File: src/rtl/stream_rr_arbiter.sv
// stream_rr_arbiter: two-source packet round-robin arbiter, one-entry output reg.
// Optional macro PKT_COUNT_EN adds per-source completed-packet counters.
module stream_rr_arbiter #(
  parameter int DATA_W = 8
) (
  input  logic              clk,
  input  logic              reset,
  input  logic [DATA_W-1:0] s1_data,
  input  logic              s1_valid,
  output logic              s1_ready,
  input  logic              s1_last,
  input  logic [DATA_W-1:0] s2_data,
  input  logic              s2_valid,
  output logic              s2_ready,
  input  logic              s2_last,
  output logic [DATA_W-1:0] m_data,
  output logic              m_valid,
  input  logic              m_ready,
  output logic              m_last,
  output logic [1:0]        grant
`ifdef PKT_COUNT_EN
  ,
  output logic [7:0]        s1_pkt_cnt,
  output logic [7:0]        s2_pkt_cnt
`endif
);

  typedef enum logic [1:0] {
    IDLE = 2'b00,
    GNT1 = 2'b01,
    GNT2 = 2'b10
  } state_t;

  state_t              state_q, state_d;
  logic                ls2_q, ls2_d;
  logic [DATA_W-1:0]   m_data_q, m_data_d;
  logic                m_valid_q, m_valid_d;
  logic                m_last_q, m_last_d;
  logic                out_free;
  logic                acc1, acc2;

  assign out_free = !m_valid_q || m_ready;
  assign s1_ready = (state_q == GNT1) && out_free;
  assign s2_ready = (state_q == GNT2) && out_free;
  assign acc1     = s1_valid && s1_ready;
  assign acc2     = s2_valid && s2_ready;

  assign grant    = state_q;
  assign m_data   = m_data_q;
  assign m_valid  = m_valid_q;
  assign m_last   = m_last_q;

  // Arbitration: ties go to the source not served last; hold for the packet.
  always_comb begin
    state_d = state_q;
    ls2_d   = ls2_q;
    unique case (state_q)
      IDLE: begin
        if (s1_valid && (!s2_valid || ls2_q)) begin
          state_d = GNT1;
          ls2_d   = 1'b0;
        end else if (s2_valid) begin
          state_d = GNT2;
          ls2_d   = 1'b1;
        end
      end
      GNT1: if (acc1 && s1_last) state_d = IDLE;
      GNT2: if (acc2 && s2_last) state_d = IDLE;
      default: state_d = IDLE;
    endcase
  end

  // Output register: load on accept, drain when the sink takes the beat.
  always_comb begin
    m_data_d  = m_data_q;
    m_valid_d = m_valid_q;
    m_last_d  = m_last_q;
    if (acc1) begin
      m_data_d  = s1_data;
      m_last_d  = s1_last;
      m_valid_d = 1'b1;
    end else if (acc2) begin
      m_data_d  = s2_data;
      m_last_d  = s2_last;
      m_valid_d = 1'b1;
    end else if (m_ready) begin
      m_valid_d = 1'b0;
    end
  end

  // State and output registers; reset favours source 1 on the first tie.
  always_ff @(posedge clk or posedge reset) begin
    if (reset) begin
      state_q   <= IDLE;
      ls2_q     <= 1'b1;
      m_data_q  <= '0;
      m_valid_q <= 1'b0;
      m_last_q  <= 1'b0;
    end else begin
      state_q   <= state_d;
      ls2_q     <= ls2_d;
      m_data_q  <= m_data_d;
      m_valid_q <= m_valid_d;
      m_last_q  <= m_last_d;
    end
  end

`ifdef PKT_COUNT_EN
  logic [7:0] cnt1_q, cnt1_d;
  logic [7:0] cnt2_q, cnt2_d;

  assign cnt1_d     = cnt1_q + ((acc1 && s1_last) ? 8'd1 : 8'd0);
  assign cnt2_d     = cnt2_q + ((acc2 && s2_last) ? 8'd1 : 8'd0);
  assign s1_pkt_cnt = cnt1_q;
  assign s2_pkt_cnt = cnt2_q;

  // Completed-packet counters, wrapping at 8 bits.
  always_ff @(posedge clk or posedge reset) begin
    if (reset) begin
      cnt1_q <= 8'd0;
      cnt2_q <= 8'd0;
    end else begin
      cnt1_q <= cnt1_d;
      cnt2_q <= cnt2_d;
    end
  end
`endif

endmodule

File: config.mk
export PLATFORM = sky130hd
export DESIGN_NAME = stream_rr_arbiter
export DESIGN_NICKNAME = d
export VERILOG_FILES = /design/src/rtl/stream_rr_arbiter.sv
export SDC_FILE = /design/constraint.sdc
export NUM_CORES = 1
export LEC_CHECK = 0
export CAP_MARGIN = 20
export CORE_MARGIN = 8
export CORE_UTILIZATION = 35
export DETAILED_ROUTE_END_ITERATION = 8
export PLACE_DENSITY = 0.75
export REMOVE_ABC_BUFFERS = 1
export SKIP_CTS_REPAIR_TIMING = 1
export SYNTH_ARGS = -nofsm -noshare
export SYNTH_HDL_FRONTEND = slang
export SYNTH_SLANG_ARGS = --single-unit
File: constraint.sdc
create_clock -name clk -period 2.2 [get_ports clk]
set_clock_uncertainty 0.15 [all_clocks]
set_input_delay 0.44 -clock clk [delete_from_list [all_inputs] [get_ports clk]]
set_output_delay 0.44 -clock clk [all_outputs]
set_load 0.1 [all_outputs]
==> metrics.cfg <==
[sta]
drv_slew = 0
setup_viol_count_final = 0
finalCritPeriodShare_pct = 97.83
hold_ws_ps = 348.6
tightest_slew_ps = 502.5
finalSetupTns_ps = 0
rsz0062_at_grt = true
fmax_mhz = 464.6
slew_headroom_pct = 66.46
hold_viol_final = 0
min_period_ps = 2152

[routing]
vias_per_cell = 5.000
drc_errors = 0
first_pass_iters = 4
vias = 610
wl_per_cell_um = 15.06
first_iter_violations = 5
drtAntennaViolNets = 0
wl_um = 1837

[flow_run]
drv_cap = 0

[floorplanning]
rows = 15
coreArea_mm2 = 0.001708
die_h_um = 58.45
dieArea_mm2 = 0.003416
die_w_um = 58.45
start_util_pct = 36.92
top_level_ports = 37

[clock_tree]
cts_buffer_depth = 2
cts-buffers-inserted = 3
cts_tree = yes
h-tree-depth = 1
insertion_delay_ps = 260
clkSinkCount = 13
clock-root-buffer = clkbuf_4
clk_transition_reported_paths_ps = 80

[placement]
io_buffer_count = 36
place_hpwl_um = 1475
dpl_cell_area_mm2 = 0.001056
globalplace.congestion = 0.6606

[outcome]
status = completed

[setup_path]
endpoint_kind = output port
ff2ff_setup_slack_ps = 520
cp_slowest_cell = clkdlybuf4s50_1
r2r-start = grant[0]
required_ps = 1610
critPathLaunch = m_ready
cp-start-kind = input port
worstPathMaxFanout = 3
cp_data_arrival_time_ps = 1560
slowest_delay_ps = 480
critical_path_buf_inv_count = 2
crit_chain = clkdlybuf4s50_1 > nor2b_1 > nor3b_1 > buf_12
path_class = in2out
crit_family = buffers and inverters

[synthesis]
syn_avg_cell_area_um2 = 11.47
postSynthCellCount = 55
yosys_warnings = 0
ys_ff_latch = 13
netlist_area_um2 = 630.6
yosysTopAreaCell = dfrtp_1
synth_top_cell_area_share_pct = 47.62
synth_cell_types = 22
ys_seq_area_share_pct = 51.79
synth_area_leaders = dfrtp_1, a2bb2oi_1, o22ai_1

[final_layout]
fin_area_mm2 = 0.001082
antenna_cells = 0
nets = 121
area_growth_pct = 71.63
drive_gt1_share_pct = 26.80

[global_route]
overflow = 0
grt_pass1_wl_um = 3256
grt_use_total_pct = 11.90
grt_max_degree = 14
antenna_found_initial = 0
grt_pass1_vias = 712

[worst_hold_path]
hold_path.class = in2async

[cell families (layout without fill, tap and decap cells)]
kind of cell,count (synthesis),after routing,share of synthesized area (%)
buf+inv,4,46,3.570
flops,13,13,51.79
simple gates,14,14,13.69
compound gates,24,24,30.95
[layout by cell type, fill, tap and decap left out, drive strengths merged, types with 2 or more instances in the layout]
master	instances
clkbuf	4
a2bb2oi	8
nor3b	2
nand3b	3
nand2b	2
buf	19
nand2	2
dfrtp	12
a21oi	4
clkdlybuf4s50	22
o22ai	9
[synth_stat cells]
library cell   n
o2bb2a_4       1
nand2_1        2
o21ai_0        1
a31oi_1        1
nand3b_1       3
nor2b_1        1
nor2_1         1
a21oi_1        3
dfrtp_1       12
inv_1          1
nand2b_1       2
nor3b_1        2
a2bb2oi_1      8
clkbuf_1       1
dfstp_2        1
o22ai_1        8
nor3_1         1
a21oi_4        1
o22ai_2        1
and4_1         1
buf_4          2
nand3_1        1
[cell type report]
cell class | instances | area (µm²)
inverter | 1 | 3.754
clock buffer | 4 | 26.28
timing repair buffer | 41 | 412.9
sequential | 13 | 326.6
tap | 25 | 31.28
multi-input combinational | 38 | 281.5
fill | 141 | 625.6
[through the flow]
step	util, %	setup WS [ps]	cells
after global routing	63.37	-24.45	122
after CTS	63.37	43.69	122
final	63.37	47.80	122
after floorplan	-	-1692	52
after global placement	61.83	74.93	118
after detailed placement	61.83	46.03	118
[layer usage]
metal  up-vias  part of all wire (%)  GRT usage [%]
met4         0                  0.65          4.196
met1       290                    41          13.58
met3         2                   8.3          5.000
met2        20                    50          19.37
met5         -                     0              0
li1        298                     -              -
[worst paths after layout]
kind                              to  cells past startpoint
setup / recovery            s2_ready                      4
hold / removal             m_data[2]                      2
setup reg to reg           m_data[2]                      3
hold reg to reg            m_data[6]                      1
max in group asynchronous      ls2_q                      2
min in group clk           m_data[6]                      1
[sequential cells by signal (all words and copies together), names as in the netlist]
name and flops:
m_data 8, grant 2, m_last 1, m_valid 1, ls2_q 1
Power is left out: the tool's default activity adds up to more than one toggle a clock period on the data nets, which glitch-free logic cannot reach.
